`config.mk`:
```
export PLATFORM = sky130hd
export DESIGN_NAME = alu_share_arbiter
export DESIGN_NICKNAME = d
export VERILOG_FILES = /design/src/rtl/alu_share_arbiter.sv
export SDC_FILE = /design/constraint.sdc
export NUM_CORES = 1
export LEC_CHECK = 0
export ABC_AREA = 1
export BUFFER_PORTS_ARGS = -buffer_cell sky130_fd_sc_hd__buf_4
export CAP_MARGIN = 20
export CORE_AREA = 2 2 125 127
export DETAILED_ROUTE_END_ITERATION = 8
export DIE_AREA = 0 0 127 129
export PLACE_DENSITY = 0.69
export REMOVE_ABC_BUFFERS = 1
export SKIP_LAST_GASP = 1
export SLEW_MARGIN = 20
export SYNTH_ARGS = -nofsm -noshare
export SYNTH_HDL_FRONTEND = slang
export SYNTH_SLANG_ARGS = --single-unit
export TNS_END_PERCENT = 50
```
`constraint.sdc`:
```
create_clock -name clk -period 1.47 [get_ports clk]
set_input_delay 0.294 -clock clk [delete_from_list [all_inputs] [get_ports clk]]
set_output_delay 0.294 -clock clk [all_outputs]
set_load 0.01 [all_outputs]
```
`src/rtl/alu_share_arbiter.sv`:
```
// alu_share_arbiter
//   Round-robin front end that lets two requesters share one external
//   combinational ALU. Each accepted op runs IDLE -> EXEC -> RESP, so the ALU
//   can take a new op at most once every three cycles.
//
// Ports
//   clk, rst_n                 clock (rising edge), async active-low reset
//   rN_req_valid/ready         request handshake, N = 0,1
//   rN_a, rN_b, rN_ctrl        operands and ALU control code
//   rN_resp_valid/ready        response handshake
//   rN_result, rN_flags        captured result and {v,c,n,z}, shared by both
//                              requesters; qualified only by the owner's
//                              resp_valid
//   alu_a, alu_b, alu_ctrl     registered operands to the ALU
//   alu_result, alu_flags      combinational ALU outputs
module alu_share_arbiter #(
    parameter int WIDTH  = 32,
    parameter int CTRL_W = 4,
    parameter int FLAG_W = 4
) (
    input  logic              clk,
    input  logic              rst_n,

    input  logic              r0_req_valid,
    output logic              r0_req_ready,
    input  logic [WIDTH-1:0]  r0_a,
    input  logic [WIDTH-1:0]  r0_b,
    input  logic [CTRL_W-1:0] r0_ctrl,
    output logic              r0_resp_valid,
    input  logic              r0_resp_ready,
    output logic [WIDTH-1:0]  r0_result,
    output logic [FLAG_W-1:0] r0_flags,

    input  logic              r1_req_valid,
    output logic              r1_req_ready,
    input  logic [WIDTH-1:0]  r1_a,
    input  logic [WIDTH-1:0]  r1_b,
    input  logic [CTRL_W-1:0] r1_ctrl,
    output logic              r1_resp_valid,
    input  logic              r1_resp_ready,
    output logic [WIDTH-1:0]  r1_result,
    output logic [FLAG_W-1:0] r1_flags,

    output logic [WIDTH-1:0]  alu_a,
    output logic [WIDTH-1:0]  alu_b,
    output logic [CTRL_W-1:0] alu_ctrl,
    input  logic [WIDTH-1:0]  alu_result,
    input  logic [FLAG_W-1:0] alu_flags
);

    typedef enum logic [1:0] {
        IDLE = 2'd0,
        EXEC = 2'd1,
        RESP = 2'd2
    } state_t;

    state_t            state_q, state_d;
    logic              last_grant_q;
    logic              owner_q;
    logic              grant;      // 0 -> r0, 1 -> r1
    logic              accept;
    logic              resp_done;
    logic [WIDTH-1:0]  result_q;
    logic [FLAG_W-1:0] flags_q;

    // On a tie the requester that did not win last time gets the slot; with a
    // single valid requester the grant simply follows it.
    assign grant = (r0_req_valid && r1_req_valid) ? ~last_grant_q : r1_req_valid;

    // Ready is gated by the requester's own valid so an idle requester never
    // sees ready, even though grant defaults to r0 when nobody asks.
    assign r0_req_ready = (state_q == IDLE) && r0_req_valid && !grant;
    assign r1_req_ready = (state_q == IDLE) && r1_req_valid &&  grant;
    assign accept       = r0_req_ready || r1_req_ready;

    assign r0_resp_valid = (state_q == RESP) && !owner_q;
    assign r1_resp_valid = (state_q == RESP) &&  owner_q;

    // Only the owner's resp_ready can close the response.
    assign resp_done = owner_q ? r1_resp_valid && r1_resp_ready
                               : r0_resp_valid && r0_resp_ready;

    assign r0_result = result_q;
    assign r1_result = result_q;
    assign r0_flags  = flags_q;
    assign r1_flags  = flags_q;

    always_comb begin
        state_d = state_q;
        case (state_q)
            IDLE:    if (accept) state_d = EXEC;
            EXEC:    state_d = RESP;
            RESP:    if (resp_done) state_d = IDLE;
            default: state_d = IDLE;
        endcase
    end

    always_ff @(posedge clk or negedge rst_n) begin
        if (!rst_n) begin
            state_q      <= IDLE;
            last_grant_q <= 1'b1;   // r0 wins the first tie
            owner_q      <= 1'b0;
            alu_a        <= '0;
            alu_b        <= '0;
            alu_ctrl     <= '0;
            result_q     <= '0;
            flags_q      <= '0;
        end else begin
            state_q <= state_d;
            if (accept) begin
                owner_q      <= grant;
                last_grant_q <= grant;
                alu_a        <= grant ? r1_a    : r0_a;
                alu_b        <= grant ? r1_b    : r0_b;
                alu_ctrl     <= grant ? r1_ctrl : r0_ctrl;
            end
            // ALU has had the whole EXEC cycle to settle on the registered
            // operands; the captured value stays put through RESP.
            if (state_q == EXEC) begin
                result_q <= alu_result;
                flags_q  <= alu_flags;
            end
        end
    end

endmodule

```
==> reports/summary.md, run 1 <==
## Outcome
• finished with violations — outcome
• negative setup slack — violated checks

## Die
• 127 um — die width
• 322 — total I/O pin count
• 16400 um^2 — DIE AREA
• 36.5% — Initial Util
• 15000 um^2 — Core Box Area
• 129 um — y dimension of the die
• 45 — row count

## Clock tree
• 2 — largest buffer count on any clock path
• clkbuf_16 — clock root buffer
• 0.07 ns — clock-pin slew on the worst setup and hold paths
• 0.34 ns — clock latency on the worst-skew pair
• 3 — H-tree depth reported by CTS
• built — clock tree from TritonCTS
• 9 — number of buffers added by the clock tree synthesis step
• 108 — Clock Sink Count

## Layout
• 1196 — number of nets in the finished design
• 0 — number of diodes added for antenna fixing
• 55.7% — area growth from synthesis to layout
• 56.8% — share of the core filled with cells in the final layout
• 37.8% — fraction of final layout cells sized beyond drive strength 1

## Drt
• 4 — drt pass-1 iters
• 16.1 um — final routed wire length divided by cell count
• 19400 um — Routed Wire Length
• 4.84 — via count normalized by instance count
• 0 — final antenna-violating net count
• 5852 — DR vias
• 0 — DR DRC count
• 337 — Initial DRC Count

## Worst setup path
• register — sort of element at the start of the critical path
• 1.31 ns — arrival time at the worst endpoint
• 4 — biggest fanout along the worst timing path
• reg -> out — Crit Path Category
• 1.18 ns — Critical Path RT
• output port — CP Capture Type
• -0.10 ns — worst reg2reg setup slack

## Yosys
• 736 — cell count after synthesis
• 16 — number of unique standard cell types used by synthesis
• dfrtp_1, nand2_1, nand3_1, buf_4, clkbuf_1 — largest cells by area after synthesis
• 49.5% — fraction of the yosys area taken by sequential cells
• 5470 um^2 — cell area after technology mapping
• 49.0% — share of Yosys cell area claimed by the top area cell type
• dfrtp_1 — cell type with the largest total area after synthesis
• 0 — Syn. warnings
• 7.43 um^2 — average cell area after synthesis
• 108 — number of storage elements in the synthesis netlist

## Timing
• -0.135 ns — Worst Slack Setup Final
• 0.349 ns — Worst Max-Slew Pin Slew
• yes — unrepaired setup endpoints after global routing
• 76.7% — headroom to the max-slew limit
• 623 MHz — Max Clock Freq
• 72 — final setup violation count
• 0 — final hold violation count
• 0.00427 ns — worst setup skew after layout
• 109% — Final period util
• 1.60 ns — min cycle time layout
• 0 — count of pins over their slew limit

## Global routing
• 22.5% — total routing usage reported by global routing
• 0 — antenna violations before repair
• 29100 um — global-route wire length before repair
• 70 — maximum number of pins on one net before global-route repair
• 5475 — vias in the first global route
• 0 — leftover overflow at the end of global routing

## Power
• 17.7 mW — total power consumption of the routed design
• 2080 nW/um^2 — total power divided by cell area
• 4.89 nW — static leakage power
• 0.796 mV — worst ir drop on vdd

## Worst hold path
• in -> reg — min-delay worst type

## Place
• 0.798 — global placement routability congestion
• 321 — total of buffers placed on input and output ports
• 13800 um — DP HPWL

## Run
• 0 — total of max-cap violations

==> where the power goes <==
group	switching (mW)	leakage, nW	total [mW]	internal [mW]
clock	1.07	0.168	2.77	1.70
sequential	1.05	1.34	5.49	4.43
combinational	4.98	3.39	9.42	4.44
==> sequential cells by signal, indices dropped and copies added, names as in the netlist <==
| register | flops |
|---|---|
| r0_result | 32 |
| alu_a | 32 |
| owner_q | 1 |
| alu_ctrl | 4 |
| r0_flags | 4 |
| state_q | 2 |
| alu_b | 32 |
| last_grant_q | 1 |
==> through the flow <==
stage                     setup TNS, ns  cell area, um^2  worst slack (ns)  cells  hold WS (ns)
after floorplan                 -158.85             4960             -1.97    646      -0.00159
after global placement           -0.210             7910            -0.210   1180         0.149
after detailed placement         -0.530             7910            -0.149   1180         0.145
after CTS                        -10.03             8370            -0.167   1203         0.157
after global routing             -10.93             8510            -0.191   1210         0.162
final                             -5.11             8510            -0.135   1210         0.167
==> layer usage <==
layer  GRT usage, %  part of all wire, %  vias up
met5              0                    0        -
met4           6.85                  2.1        0
met3           5.36                  8.0       31
met2           36.8                   48      262
met1           29.7                   42     2686
li1               -                    -     2873
==> synth_stat cells <==
cell	n
buf_1	7
nor2_2	1
nand2_1	351
dfstp_2	1
a21oi_1	1
clkbuf_1	29
dfrtp_1	107
inv_1	6
nand3_2	1
nand4_1	1
buf_2	14
nand3_1	173
nor3_1	1
buf_4	40
nand2_2	2
o211ai_1	1
==> path summary, 6_finish.rpt <==
kind,from,endpoint,depth (start not counted)
hold reg to reg,r0_result[4],r0_result[4],2
max in group asynchronous,rst_n,last_grant_q,3
setup reg to reg,state_q[1],alu_a[24],9
hold / removal,r1_resp_ready,state_q[1],2
min in group asynchronous,rst_n,alu_a[20],2
setup / recovery,last_grant_q,r0_req_ready,3
==> timing repair <==
| action | in CTS | in global routing |
|---|---|---|
| cloned | 0 | 5 |
| pin swaps | 5 | 0 |
| setup endpoints to repair | 54 | 74 |
| endpoints found under the hold margin | 8 | 0 |
| hold buffers | 1 | 0 |
| buffers inserted | 7 | 2 |
| resized for setup | 13 | 10 |
==> kinds of logic (layout without fill, tap and decap cells) <==
group,count (synthesis),in the layout,synth area share (%)
flip-flops,108,108,49.5
AO/OA/AOI/OAI,2,2,0.229
buffers and inverters,96,382,9.66
AND/OR/NAND/NOR,530,530,40.7
==> cell usage in the layout, fill, tap and decap left out, types with 2 or more instances in the layout <==
master	instances
buf_6	8
buf_4	339
nand2_1	349
bufinv_16	3
clkinv_2	2
dfrtp_1	107
nand2_4	2
nand3_1	172
buf_12	9
clkbuf_16	11
buf_8	2
inv_1	5
==> cell type report <==
type / instances / area (um^2)
Clock buffer: 10 / 239
Clock inverter: 5 / 100
Fill cell: 1435 / 6470
Inverter: 6 / 22.5
Multi-Input combinational cell: 532 / 2300
Sequential cell: 108 / 2700
Tap cell: 188 / 235
Timing Repair Buffer: 361 / 2910
==> worst max-delay path: stages (launching register included) <==
cell and delay (ns):
dfstp_2 0.56, nand2_4 0.08, a21oi_4 0.20, buf_6 0.13
Power figures use the tool's default switching activity.
==> run 2, diff against run 1 <==
CORE_AREA = default   (was 2 2 125 127)
CORE_UTILIZATION = 30   (was default)
DIE_AREA = default   (was 0 0 127 129)
PLACE_DENSITY = default   (was 0.69)
==> run 2 against run 1 <==
The run still ends with negative setup slack left. Clock-buffer cell count grew 1. Sequential share of layout area shrank 0.31 points. Maximum frequency grew 1.2%. Via count grew 1.1%. Worst hold slack gained 0.00073 ns. Non-clock buffer count grew 5. Sequential power is essentially flat.
==> reports/summary.md, run 2 (synthesis results as in run 1) <==
## Clock tree
• 108 — Clock Sink Count, unchanged
• clkbuf_16 — clock root buffer, unchanged
• 0.35 ns — clock latency on the worst-skew pair, was 0.34 ns
• 0.07 ns — clock-pin slew on the worst setup and hold paths, about the same
• 3 — H-tree depth reported by CTS, unchanged
• 2 — largest buffer count on any clock path, unchanged
• 9 — number of buffers added by the clock tree synthesis step, unchanged
• built — clock tree from TritonCTS, unchanged

## Worst setup path
• state_q[1] — Reg2Reg Launch Point, unchanged
• 3 — Bufs and invs on worst path, was 1
• reg -> out — Crit Path Category, unchanged
• 2 — biggest fanout along the worst timing path, was 4
• register — sort of element at the start of the critical path, unchanged
• 0.41 ns — delay of the slowest cell on the worst path, was 0.56 ns
• output port — CP Capture Type, unchanged
• 5 — number of cells on the critical path, was 3
• -0.01 ns — worst reg2reg setup slack, was -0.10 ns
• 1.29 ns — arrival time at the worst endpoint, was 1.31 ns
• state_q[1] — launch point of the critical path, was last_grant_q
• dfrtp_1 — crit path max-delay cell type, was dfstp_2
• 8 — R2R depth, was 9
• r1_req_ready — capture point of the critical path, was r0_req_ready
• nor2_4, buf_6, nand3_4, inv_2, buf_6 — crit path cell chain, was nand2_4, a21oi_4, buf_6
• alu_b[28] — Critical R2R Capture, was alu_a[24]
• 1.18 ns — Critical Path RT, about the same
• flip-flops — cell class contributing the biggest share of worst-path delay, unchanged
• buf_6 — cell mode on critical path

## Timing
• -0.117 ns — Worst Slack Setup Final, was -0.135 ns
• 0 — count of pins over their slew limit, unchanged
• 0 — final hold violation count, unchanged
• yes — unrepaired setup endpoints after global routing, unchanged
• 0.0109 ns — worst setup skew after layout, was 0.00427 ns
• 630 MHz — Max Clock Freq, was 623 MHz
• 0.318 ns — Worst Max-Slew Pin Slew, was 0.349 ns
• -0.311 ns — final total negative setup slack, was -5.11 ns
• 108% — Final period util, was 109%
• 1.59 ns — min cycle time layout, was 1.60 ns
• 78.8% — headroom to the max-slew limit, was 76.7%
• 10 — final setup violation count, was 72

## Layout
• 8590 um^2 — Finished Cell Area, was 8510 um^2
• 38.4% — fraction of final layout cells sized beyond drive strength 1, was 37.8%
• 57.2% — area growth from synthesis to layout, was 55.7%
• nand2_1 — most common cell after layout, fill and taps aside, unchanged
• nand2_1, buf_4, nand3_1, dfrtp_1, clkbuf_16 — commonest cells after routing, fill and taps aside, unchanged
• 0 — number of diodes added for antenna fixing, unchanged
• 1202 — number of nets in the finished design, was 1196

## Drt
• 16.2 um — final routed wire length divided by cell count, was 16.1 um
• 0 — DR DRC count, unchanged
• 5914 — DR vias, was 5852
• 20400 um — Routed Wire Length, was 19400 um
• 220 — Initial DRC Count, was 337
• 0 — final antenna-violating net count, unchanged
• 4 — drt pass-1 iters, unchanged
• 4.70 — via count normalized by instance count, was 4.84

## Worst hold path
• in -> reg — min-delay worst type, unchanged

## Global routing
• 0 — leftover overflow at the end of global routing, unchanged
• 0 — antenna violations before repair, unchanged
• 48 — maximum number of pins on one net before global-route repair, was 70
• 5457 — vias in the first global route, was 5475
• 20.1% — total routing usage reported by global routing, was 22.5%
• 29000 um — global-route wire length before repair, was 29100 um

## Power
• 4.91 nW — static leakage power, was 4.89 nW
• 0.943 mV — worst ir drop on vdd, was 0.796 mV
• 2040 nW/um^2 — total power divided by cell area, was 2080 nW/um^2

## Die
• 137 um — y dimension of the die, was 129 um
• 322 — total I/O pin count, unchanged
• 137 um — die width, was 127 um
• 49 — row count, was 45
• 18800 um^2 — DIE AREA, was 16400 um^2
• 17900 um^2 — Core Box Area, was 15000 um^2
• 30.5% — Initial Util, was 36.5%

## Place
• 8000 um^2 — standard cell area after detailed placement, was 7910 um^2
• 14300 um — DP HPWL, was 13800 um
• 321 — total of buffers placed on input and output ports, unchanged
• -0.0235 ns — worst setup timing slack at the placement stage, was -0.149 ns
• 0.776 — global placement routability congestion, was 0.798

## Outcome
• finished with violations — outcome, unchanged
• negative setup slack — violated checks, unchanged

## Run
• 0 — total of max-cap violations, unchanged

run 2: cell types whose count changed in the layout (fill, tap and decap cells not counted), sizes merged:
cell | before | now
clkbuf | 12 | 15
inv | 6 | 10
bufinv | 3 | 0
clkinv | 2 | 1
nand2 | 353 | 354
buf | 358 | 361
run 2: layer usage:
layer | vias up | GRT usage, % | wire [um] | share of wire [%]
met3 | 17 | 5.33 | 1770 | 8.7
met4 | 0 | 5.49 | 339 | 1.7
met1 | 2755 | 25.3 | 8630 | 42
met5 | - | 0 | 0 | 0
met2 | 248 | 33.9 | 9660 | 47
li1 | 2894 | - | - | -
run 2: how the worst min path moves through the flow:
stage / startpoint / to / slack, ns / depth (start not counted)
6_report: r1_resp_ready / state_q[1] / 0.17 / 2
5_1_grt: r1_resp_ready / state_q[1] / 0.17 / 2
4_1_cts: r1_resp_ready / state_q[1] / 0.16 / 2
3_5_place_dp: rst_n / r0_result[5] / 0.19 / 1
3_3_place_gp: rst_n / r0_result[22] / 0.19 / 1
2_1_floorplan: rst_n / alu_a[0] / -0.002 / 0
run 2: where the power goes:
part	switching, mW	total (mW)	internal [mW]
Combinational	5.08	9.66	4.57
Clock	1.18	2.44	1.27
Sequential	1.03	5.46	4.43
run 2: cell type report:
| type | count | area, um^2 |
|---|---|---|
| Inverter | 6 | 25.0 |
| Clock inverter | 5 | 40.0 |
| Multi-Input combinational cell | 533 | 2320 |
| Timing Repair Buffer | 366 | 2970 |
| Clock buffer | 11 | 253 |
| Tap cell | 229 | 287 |
| Sequential cell | 108 | 2700 |
| Fill cell | 1808 | 9310 |
run 2: metrics by stage:
step | hold WS, ns | utilization, % | power [mW] | cells
finish | 0.167 | 48.0 | 17.6 | 1258
global route | 0.174 | 48.0 | 18.9 | 1258
CTS | 0.163 | 46.9 | 17.1 | 1249
detailed placement | 0.194 | 44.7 | 14.4 | 1226
global placement | 0.193 | 44.7 | 14.2 | 1226
floorplan | -0.00159 | - | 9.13 | 646
run 2: worst reg2reg max path, delay by kind of cell, from the launching register on:
family | cells | cell delay, ns
simple gates | 5 | 0.51
flops | 1 | 0.41
buf+inv | 3 | 0.51
run 2: what timing repair did:
item                                    4_1_cts  5_1_grt
endpoints found under the hold margin        13        0
cloned                                        0        8
resized for setup                            11       12
pin swaps                                     5        1
setup buffers                                 6        1
endpoints found under the setup margin        4       72
hold buffers                                  1        0
